$ cat src/rtl/alu_share_ctrl.sv
// Arbitrates two requesters onto one shared external ALU, one operation in flight,
// and returns the captured result with a sticky overflow-trap flag and a completion counter.
module alu_share_ctrl #(
  parameter int CNT_W = 8
) (
  input  logic             clk,
  input  logic             clrn,
  input  logic             req0_valid,
  input  logic [31:0]      req0_a,
  input  logic [31:0]      req0_b,
  input  logic [3:0]       req0_aluc,
  input  logic             req0_oven,
  output logic             req0_ready,
  input  logic             req1_valid,
  input  logic [31:0]      req1_a,
  input  logic [31:0]      req1_b,
  input  logic [3:0]       req1_aluc,
  input  logic             req1_oven,
  output logic             req1_ready,
  output logic [31:0]      alu_a,
  output logic [31:0]      alu_b,
  output logic [3:0]       alu_aluc,
  input  logic [31:0]      alu_r,
  input  logic             alu_z,
  input  logic             alu_v,
  output logic             rsp_valid,
  output logic             rsp_id,
  output logic [31:0]      rsp_r,
  output logic             rsp_z,
  output logic             rsp_v,
  input  logic             rsp_ready,
  output logic             ov_pending,
  output logic             ov_cause,
  input  logic             ov_clr,
  output logic [CNT_W-1:0] op_cnt
);

  typedef enum logic [1:0] {
    IDLE = 2'd0,
    EXEC = 2'd1,
    RESP = 2'd2
  } state_t;

  state_t           r_state;
  state_t           w_next;
  logic             w_accept;
  logic             w_gid;
  logic             w_trap;
  logic             w_done;
  logic [31:0]      r_a;
  logic [31:0]      r_b;
  logic [3:0]       r_aluc;
  logic             r_oven;
  logic             r_id;
  logic             r_last;
  logic [31:0]      r_rsp_r;
  logic             r_rsp_z;
  logic             r_rsp_v;
  logic             r_ov_pending;
  logic             r_ov_cause;
  logic [CNT_W-1:0] r_op_cnt;

  // Contested grants go to whoever was not served last; a lone requester always wins.
  always_comb begin
    w_next   = r_state;
    w_accept = 1'b0;
    w_gid    = (req0_valid & req1_valid) ? ~r_last : req1_valid;
    w_trap   = 1'b0;
    w_done   = 1'b0;
    case (r_state)
      IDLE: begin
        if (req0_valid | req1_valid) begin
          w_accept = 1'b1;
          w_next   = EXEC;
        end
      end
      EXEC: begin
        w_trap = alu_v & r_oven;
        w_next = RESP;
      end
      RESP: begin
        if (rsp_ready) begin
          w_done = 1'b1;
          w_next = IDLE;
        end
      end
      default: w_next = IDLE;
    endcase
  end

  always_ff @(posedge clk or negedge clrn) begin
    if (!clrn) begin
      r_state      <= IDLE;
      r_a          <= '0;
      r_b          <= '0;
      r_aluc       <= '0;
      r_oven       <= 1'b0;
      r_id         <= 1'b0;
      r_last       <= 1'b1;
      r_rsp_r      <= '0;
      r_rsp_z      <= 1'b0;
      r_rsp_v      <= 1'b0;
      r_ov_pending <= 1'b0;
      r_ov_cause   <= 1'b0;
      r_op_cnt     <= '0;
    end else begin
      r_state <= w_next;
      if (w_accept) begin
        r_a    <= w_gid ? req1_a    : req0_a;
        r_b    <= w_gid ? req1_b    : req0_b;
        r_aluc <= w_gid ? req1_aluc : req0_aluc;
        r_oven <= w_gid ? req1_oven : req0_oven;
        r_id   <= w_gid;
        r_last <= w_gid;
      end
      if (r_state == EXEC) begin
        r_rsp_r <= alu_r;
        r_rsp_z <= alu_z;
        r_rsp_v <= alu_v;
      end
      // A trap raised in the same cycle as a clear must not be lost.
      if (w_trap) begin
        r_ov_pending <= 1'b1;
        r_ov_cause   <= r_id;
      end else if (ov_clr) begin
        r_ov_pending <= 1'b0;
      end
      if (w_done) begin
        r_op_cnt <= r_op_cnt + {{(CNT_W-1){1'b0}}, 1'b1};
      end
    end
  end

  // Ready is gated by clrn so nothing looks accepted while reset is held.
  assign req0_ready = w_accept & ~w_gid & clrn;
  assign req1_ready = w_accept &  w_gid & clrn;

  assign alu_a    = (r_state == EXEC) ? r_a    : 32'd0;
  assign alu_b    = (r_state == EXEC) ? r_b    : 32'd0;
  assign alu_aluc = (r_state == EXEC) ? r_aluc : 4'd0;

  assign rsp_valid  = (r_state == RESP);
  assign rsp_id     = r_id;
  assign rsp_r      = r_rsp_r;
  assign rsp_z      = r_rsp_z;
  assign rsp_v      = r_rsp_v;
  assign ov_pending = r_ov_pending;
  assign ov_cause   = r_ov_cause;
  assign op_cnt     = r_op_cnt;

endmodule

$ cat config.mk
export PLATFORM = sky130hd
export DESIGN_NAME = alu_share_ctrl
export DESIGN_NICKNAME = d
export VERILOG_FILES = /design/src/rtl/alu_share_ctrl.sv
export SDC_FILE = /design/constraint.sdc
export NUM_CORES = 1
export LEC_CHECK = 0
export CAP_MARGIN = 20
export CORE_UTILIZATION = 43
export CTS_CLUSTER_DIAMETER = 50
export CTS_CLUSTER_SIZE = 40
export DETAILED_ROUTE_END_ITERATION = 8
export GPL_ROUTABILITY_DRIVEN = 0
export PLACE_DENSITY_LB_ADDON = 0.25
export SLEW_MARGIN = 10
export SYNTH_ARGS = -nofsm -noshare
export SYNTH_HDL_FRONTEND = slang
export SYNTH_SLANG_ARGS = --single-unit
$ cat constraint.sdc
create_clock -name clk -period 2.25 [get_ports clk]
set_input_delay 0.3375 -clock clk [delete_from_list [all_inputs] [get_ports clk]]
set_output_delay 0.3375 -clock clk [all_outputs]
set_load 0.02 [all_outputs]
# After elaboration in Yosys (flattened, before gate mapping)
# Cells that the tools add are included.
# word_totals
word_cells,48
reg_bits,117
ram_bits,0
output_inout_bits,116
mem_bits_ro,0
mem_count,0
latchBits,0
inputBits,178
# op_classes
mux,18
div_mod_pow,0
n_addsub,1
n_eq_ne,4
bitwise,9
n_reduce_logical,3
multipliers,0
n_shift,0
magnitude_cmp,0
# ops
op,n
two-way mux 32 bit,4
two-way mux 1 bit,9
"adder 8 x 1 -> 8 bit, second input constant",1
two-way mux 4 bit,2
AND 1 bit,6
one-hot mux 2 bit (3 select lines),1
two-way mux 2 bit,2
"equality test 2 x 1 -> 1 bit, second input constant",1
"equality test 2 bit, second input constant",1
zero test 2 bit,1
"inequality test 2 x 1 -> 1 bit, second input constant",1
"inequality test 2 bit, second input constant",1
inverter 1 bit,2
AND reduction 2 bit,1
nonzero test 2 bit,1
OR 1 bit,1

# Depth between registers and ports, before layout
# Gate-level depths: netlist (run 1).
# logic_depth
ltp_word,5
depth_mapped,5
depth_no_buf,4

# Worst setup path before layout (run 1)
# No wires, ideal clock.
# synth_path
path_type,register to output
start,reg r_state[1]
end,out req1_ready
path_stages_with_launch,6
setup_slack_ns,0.554
arrival_time_ns,1.358
required_time_ns,1.913
n_path_buf,2
path_cell_list,dfrtp_1 -> nor2_2 -> and3_1 -> buf_4 -> buf_2 -> and2_1
# synth_between
elab_chain_cells,4
# synth_rtl
element,line_no,rtl
"start, declared",44,state_t r_state;
"start signal, assigned",107,r_state <= w_next;
zero test 2 bit,70,case (r_state)
two-way mux 1 bit,70,
AND 1 bit (2 in a row),136,assign req1_ready = w_accept & w_gid & clrn;
"end, declared",19,"output logic req1_ready,"
# No other way between the ends.

# Worst setup path after layout (run 1)
# layout_path
start,reg r_state[1]
end,out alu_b[6]
# layout_between
elab_chain_cells,2
# layout_rtl
element,line_no,rtl
equality test 2 x 1 -> 1 bit,139,assign alu_b = (r_state == EXEC) ? r_b : 32'd0;
two-way mux 32 bit,139,
"end, declared",21,"output logic [31:0] alu_b,"
# No other way between the ends.

==> results of run 1 <==
==> through the flow <==
stage | TNS, ns | cell area, µm² | utilization [%]
2_1_floorplan | 0 | 5480 | -
6_report | 0 | 9120 | 74.7
3_5_place_dp | 0 | 8500 | 69.6
4_1_cts | -0.365 | 9090 | 74.4
3_3_place_gp | 0 | 8500 | 69.6
5_1_grt | 0 | 9120 | 74.7
==> path summary, 6_finish.rpt <==
kind                                              end              startpoint  slack (ns)
max in group asynchronous        rsp_r[9]$_DFFE_PN0N_                    clrn        1.04
min in group clk                op_cnt[7]$_DFFE_PN0P_   op_cnt[7]$_DFFE_PN0P_        0.48
worst min-delay path              r_b[11]$_DFFE_PN0N_                    clrn        0.38
worst min register to register  op_cnt[7]$_DFFE_PN0P_   op_cnt[7]$_DFFE_PN0P_        0.48
worst max register to register     r_a[3]$_DFFE_PN0N_  r_state[1]$_DFFE_PN0P_        0.31
worst max-delay path                         alu_b[6]  r_state[1]$_DFFE_PN0P_        0.07
==> area by class of cell <==
cell class	count	area, µm²	share of cell area (%)
repair buffers	306	3020	33.1
inverters	5	18.8	0.206
well taps	168	210	2.31
clock inverters	8	143	1.56
multi-input cells	277	2280	25.0
flip-flops and latches	117	2930	32.1
diodes	1	2.50	0.0274
clock buffers	24	512	5.61
==> cells in the mapped netlist, types with 3 or more instances <==
library cell / instances / share of area (%)
a21boi_0: 69 / 9.5
a21o_1: 3 / 0.41
a221o_1: 69 / 13
and2_1: 70 / 8.0
buf_2: 7 / 0.64
buf_4: 6 / 0.82
buf_6: 8 / 1.6
clkbuf_1: 22 / 1.5
dfrtp_1: 116 / 53
inv_1: 5 / 0.34
mux2_2: 35 / 7.2
nand2_1: 4 / 0.27
xnor2_1: 3 / 0.48
xor2_1: 4 / 0.64
==> worst max-delay path, stage by stage, from the launching register on <==
cell           delay (ns)
dfrtp_1              0.37
and2b_4              0.33
buf_12               0.20
and2_1               0.17
dlygate4sd2_1        0.35
==> kinds of logic after synthesis <==
| kind of cell | after synthesis |
|---|---|
| compound gates | 142 |
| flops | 117 |
| simple gates | 91 |
| buf+inv | 48 |
| mux | 36 |
| xor+xnor | 7 |
| fa+ha+maj | 1 |
==> where the power goes <==
group          switching [mW]  total (mW)  internal [mW]
registers               0.539        3.67           3.13
logic                    2.94        5.83           2.89
clock network           0.948        2.97           2.02
==> what timing repair did <==
action                     in CTS  in global routing
hold endpoints to repair       11                  0
hold buffers                    1                  0
setup endpoints to repair      70                 16
resized for setup              69                  6
gates cloned                    0                  1
pin swaps                       0                  0
==> layer usage <==
metal,global-route usage (%),part of all wire [%]
met1,31.8,38
met2,47.1,50
met3,10.4,9.7
met4,11.9,3.2
met5,0,0
==> flip-flops by register name, indices dropped and copies added, names as in the netlist <==
signal      count
r_a            32
r_b            32
rsp_r          32
op_cnt          8
r_aluc          4
r_state         2
ov_cause        1
ov_pending      1
r_last          1
r_oven          1
rsp_id          1
rsp_v           1
rsp_z           1
==> results.cfg, run 1 <==
[final_layout]
area_growth_pct = 66.5
final_common_cell = clkdlybuf4s50_1
fill_cells = 856
final_nets = 903
finalNonFillerCells = 906
layout_common_cells = 222 x clkdlybuf4s50_1, 116 x dfrtp_1, 70 x and2_1
drive_gt1_share_pct = 11.7

[cts]
cts_setup_buffers = 0
tritoncts = done
cts_buffer_depth = 2
worstSkewPairLatency_ns = 0.41
htreeDepth = 4
numCtsBuffers = 17
clk_pin_slew_worst_paths_ns = 0.06
numClockSinks = 117
cts-root-buf = clkbuf_16

[sta]
fin_ws_ns = 0.0677
skew_ns = 0.00519
layout_min_cycle_time_ns = 2.18
hold_ws_ns = 0.380
setup_viol = 0
fmax_mhz = 458
finalHoldViolations = 0
min_period_over_period_pct = 97.0
rsz0062_at_grt = no
report.final.slew_viol_count = 0
worst_pin_slew_ns = 0.858
relSlewSlack_pct = 42.8

[worst_setup_path]
path_class = register to output port
critical_path.max_fanout = 39
crit_path_start_kind = register
cp.required_ns = 1.91
critPathArrivalTime_ns = 1.84
endpoint_kind = output port
reg2regPathDepth = 5

[synthesis]
async_reset_ff_share_pct = 100
synth_cells = 442
yosys.area_share.simple_pct = 10.2
synth_cell_type_count = 32
synth_edf_count = 0
synth-main-ff-cell = dfrtp_1
avgSynthCellArea_um2 = 12.4
ys_seq_area_share_pct = 53.5
yosys_warnings = 0
synth.area.mux_share_pct = 7.40
synth-compound-area-share_pct = 22.6
synthAdderAreaFrac_pct = 0.229
synth_top_family_by_area = compound AO/OA/AOI/OAI gates
netlist_area_um2 = 5480
ys_seq_elements = 117
synth_xor_area_share_pct = 1.12
synthesis.nets = 621

[floorplanning]
start_util_pct = 44.8
die_y_um = 115
core-area_um2 = 12200
dieWidth_um = 115
num_io_pins = 294
die-area_um2 = 13200
fp-row-count = 40

[placement]
place_ws_ns = 0.0953
io_buffer_count = 293
dp.cells = 871
place_hpwl_um = 12200

[status]
status = completed

[grt]
overflow = 0
grt_use_total_pct = 27.9
grt_pass1_wl_um = 27700
antenna_found_initial = 1
grt_max_degree = 107
grt_pass1_vias = 5194

[power_and_ir_drop]
power_mw = 12.5
pwr_density_cell_nw_per_um2 = 1370
ir_drop_mv = 0.644
p_leak_nw = 4.13

[detailed_routing]
first_pass_iters = 4
vias_per_cell = 5.50
drc = 0
wl_per_cell_um = 20.4
ant_nets = 0
vias = 4982
drtIter0Drc = 403
routed_wl_um = 18500

[hold_path]
min_path_type = input pin to async pin

[flow_run]
cap_violations = 0
Power figures use the tool's default switching activity.
==> run 2, diff against run 1 <==
--- a/config.mk
+++ b/config.mk
@@ -5,8 +5,9 @@
 export SDC_FILE = /design/constraint.sdc
 export NUM_CORES = 1
 export LEC_CHECK = 0
+export ABC_AREA = 1
 export CAP_MARGIN = 20
-export CORE_UTILIZATION = 43
+export CORE_UTILIZATION = 44
 export CTS_CLUSTER_DIAMETER = 50
 export CTS_CLUSTER_SIZE = 40
 export DETAILED_ROUTE_END_ITERATION = 8
==> results.cfg, run 2 <==
[synthesis]
yosys_warnings = 0
yosys-top-cells-area = dfrtp_1 50%, nand2_1 34%, inv_1 5.1%
ys_seq_area_share_pct = 50.1
synth_cell_type_count = 17
synthTopCellsByCount = 536 x nand2_1, 116 x dfrtp_1, 80 x inv_1, 74 x nor2_1, 29 x clkbuf_1
netlist_area_um2 = 5850
synthesis.nets = 1052
synth_edf_count = 0
synth_top_area_share_pct = 49.6
synth_cells = 873
synthMostInstantiatedCell = nand2_1
synth-main-ff-cell = dfrtp_1
ys_seq_elements = 117
synth_top_area_cell = dfrtp_1
async_reset_ff_share_pct = 100
avgSynthCellArea_um2 = 6.70

[grt]
antenna_found_initial = 0
grt_use_total_pct = 27.4
grt_pass1_wl_um = 29500
grt_max_degree = 72
overflow = 0
grt_pass1_vias = 6035

[sta]
skew_ns = 0.00631
rsz0062_at_grt = no
setup_viol = 0
report.final.slew_viol_count = 0
worst_pin_slew_ns = 0.860
finalSetupTns_ns = 0
fin_ws_ns = 0.0782
fmax_mhz = 460
min_period_over_period_pct = 96.5
layout_min_cycle_time_ns = 2.17
finalHoldViolations = 0
relSlewSlack_pct = 42.7

[power_and_ir_drop]
sequentialPowerShare_pct = 30.3
switching_share_pct = 39.6
ir_drop_mv = 0.759
pwr-share-clk_pct = 24.7
p_comb_share_pct = 45.0
p_switching_mw = 4.78
p_int_mw = 7.28
p_leak_nw = 5.19
pwr_density_cell_nw_per_um2 = 1270

[worst_setup_path]
crit_buf_inv = 3
cp-endpoint = alu_a[2]
reg2reg_slack_ns = 0.44
crit_cells = 5
rr_endpoint = r_a[18]$_DFFE_PN0N_
reg2regPathDepth = 7
cp.required_ns = 1.91
path_class = register to output port
cp_top_family = buffers and inverters
startpoint = r_state[1]$_DFFE_PN0P_
max_stage_delay_ns = 0.46
crit_chain = nor2_4 > clkinv_2 > buf_12 > nor2_1 > dlygate4sd2_1
critical_path.max_fanout = 60
crit_path_start_kind = register
endpoint_kind = output port
critPathArrivalTime_ns = 1.83
cp_slowest_cell = dfrtp_1
regToRegStartpoint = r_last$_DFFE_PN1N_

[detailed_routing]
wl_per_cell_um = 13.5
ant_nets = 0
drc = 0
drtIter0Drc = 304
vias_per_cell = 4.57
vias = 6123
routed_wl_um = 18100
first_pass_iters = 4

[cts]
htreeDepth = 4
numCtsBuffers = 17
tritoncts = done
cts-root-buf = clkbuf_16
clk_pin_slew_worst_paths_ns = 0.06
worstSkewPairLatency_ns = 0.41
cts_setup_buffers = 0
cts_buffer_depth = 2
numClockSinks = 117

[floorplanning]
fp-row-count = 41
start_util_pct = 45.8
dieWidth_um = 117
num_io_pins = 294
core-area_um2 = 12800
die_y_um = 117
die-area_um2 = 13800

[final_layout]
layout_common_cells = 535 x nand2_1, 222 x clkdlybuf4s50_1, 116 x dfrtp_1
finalNonFillerCells = 1340
area_growth_pct = 62.3
fill_cells = 1031
num_antenna_cells = 0
final_nets = 1334
final_common_cell = nand2_1
drive_gt1_share_pct = 4.88
fin_util_pct = 74.3
postLayoutCellArea_um2 = 9500

[placement]
place_hpwl_um = 12400
placed_area_um2 = 8930
dp.cells = 1307
place_ws_ns = -0.0215
io_buffer_count = 293

[hold_path]
min_path_type = input pin to async pin

[status]
status = completed

[flow_run]
cap_violations = 0
==> run 2: cell types whose count changed in the layout (fill, tap and decap cells not counted), sizes merged, moves of 4 or more <==
cell,previous run,this run
nand2,4,536
inv,5,82
nor2,3,75
and2,70,0
a21boi,69,0
a221o,69,0
mux2,36,0
dlygate4sd2,66,42
clkdlybuf4s15,1,19
nand3,2,8
clkbuf,26,30
==> run 2: how the worst min path moves through the flow <==
stage | from | to | slack [ns] | cells past startpoint
floorplan | clrn | op_cnt[0]$_DFFE_PN0P_ | 0.04 | 0
global placement | clrn | r_b[22]$_DFFE_PN0N_ | 0.14 | 1
detailed placement | clrn | r_b[22]$_DFFE_PN0N_ | 0.14 | 1
CTS | clrn | r_b[22]$_DFFE_PN0N_ | 0.34 | 2
global route | clrn | r_b[22]$_DFFE_PN0N_ | 0.36 | 2
finish | clrn | r_b[22]$_DFFE_PN0N_ | 0.37 | 2
==> run 2: power groups by stage <==
stage               Clock (mW)  Combinational [mW]  Sequential [mW]
floorplan                    0                2.79             4.00
global placement             0                5.60             3.63
CTS                       3.03                5.50             3.66
global route              3.13                6.03             3.78
finish                    2.98                5.42             3.66
detailed placement           0                5.71             3.65
==> run 2: stage by stage <==
| step | power (mW) | hold WS [ns] |
|---|---|---|
| 6_report | 12.1 | 0.371 |
| 4_1_cts | 12.2 | 0.339 |
| 3_3_place_gp | 9.24 | 0.137 |
| 2_1_floorplan | 6.79 | 0.0419 |
| 5_1_grt | 12.9 | 0.362 |
| 3_5_place_dp | 9.36 | 0.140 |
==> run 2: area by class of cell <==
cell class              instances  area, µm²  area share, %
multi-input cells             631       2440           25.7
well taps                     172        215           2.27
repair buffers                305       2950           31.1
flip-flops and latches        117       2930           30.8
clock inverters                11        205           2.16
inverters                      83        313           3.29
clock buffers                  21        440           4.64
==> run 2: worst register-to-register path, cell delays in order, from the launching register on <==
cell and delay (ns):
dfstp_2 0.54, nand2_1 0.06, nand2_2 0.07, buf_4 0.57
nand2_1 0.22, nand2_1 0.13, nand2_1 0.07, nand2_1 0.09
==> run 2: cells by family (layout without fill, tap and decap cells) <==
logic type | after synthesis | in the layout | share of synthesized area (%)
compound gates | 4 | 4 | 0.342
flops | 117 | 117 | 50.1
xor+xnor | 4 | 4 | 0.599
fa+ha+maj | 1 | 1 | 0.214
simple gates | 622 | 622 | 40.5
buf+inv | 125 | 420 | 8.30
==> run 2: timing repair <==
action,CTS,global route
hold buffers,1,0
endpoints found under the hold margin,1,0
setup endpoints to repair,71,28
pin swaps,0,0
resized for setup,71,37
==> run 2: layer usage <==
layer	track usage [%]	up-vias	part of all wire, %
met2	47.4	270	48
met4	15.3	0	4.3
met5	0	-	0
li1	-	3105	-
met3	8.56	58	8.8
met1	29.7	2690	39
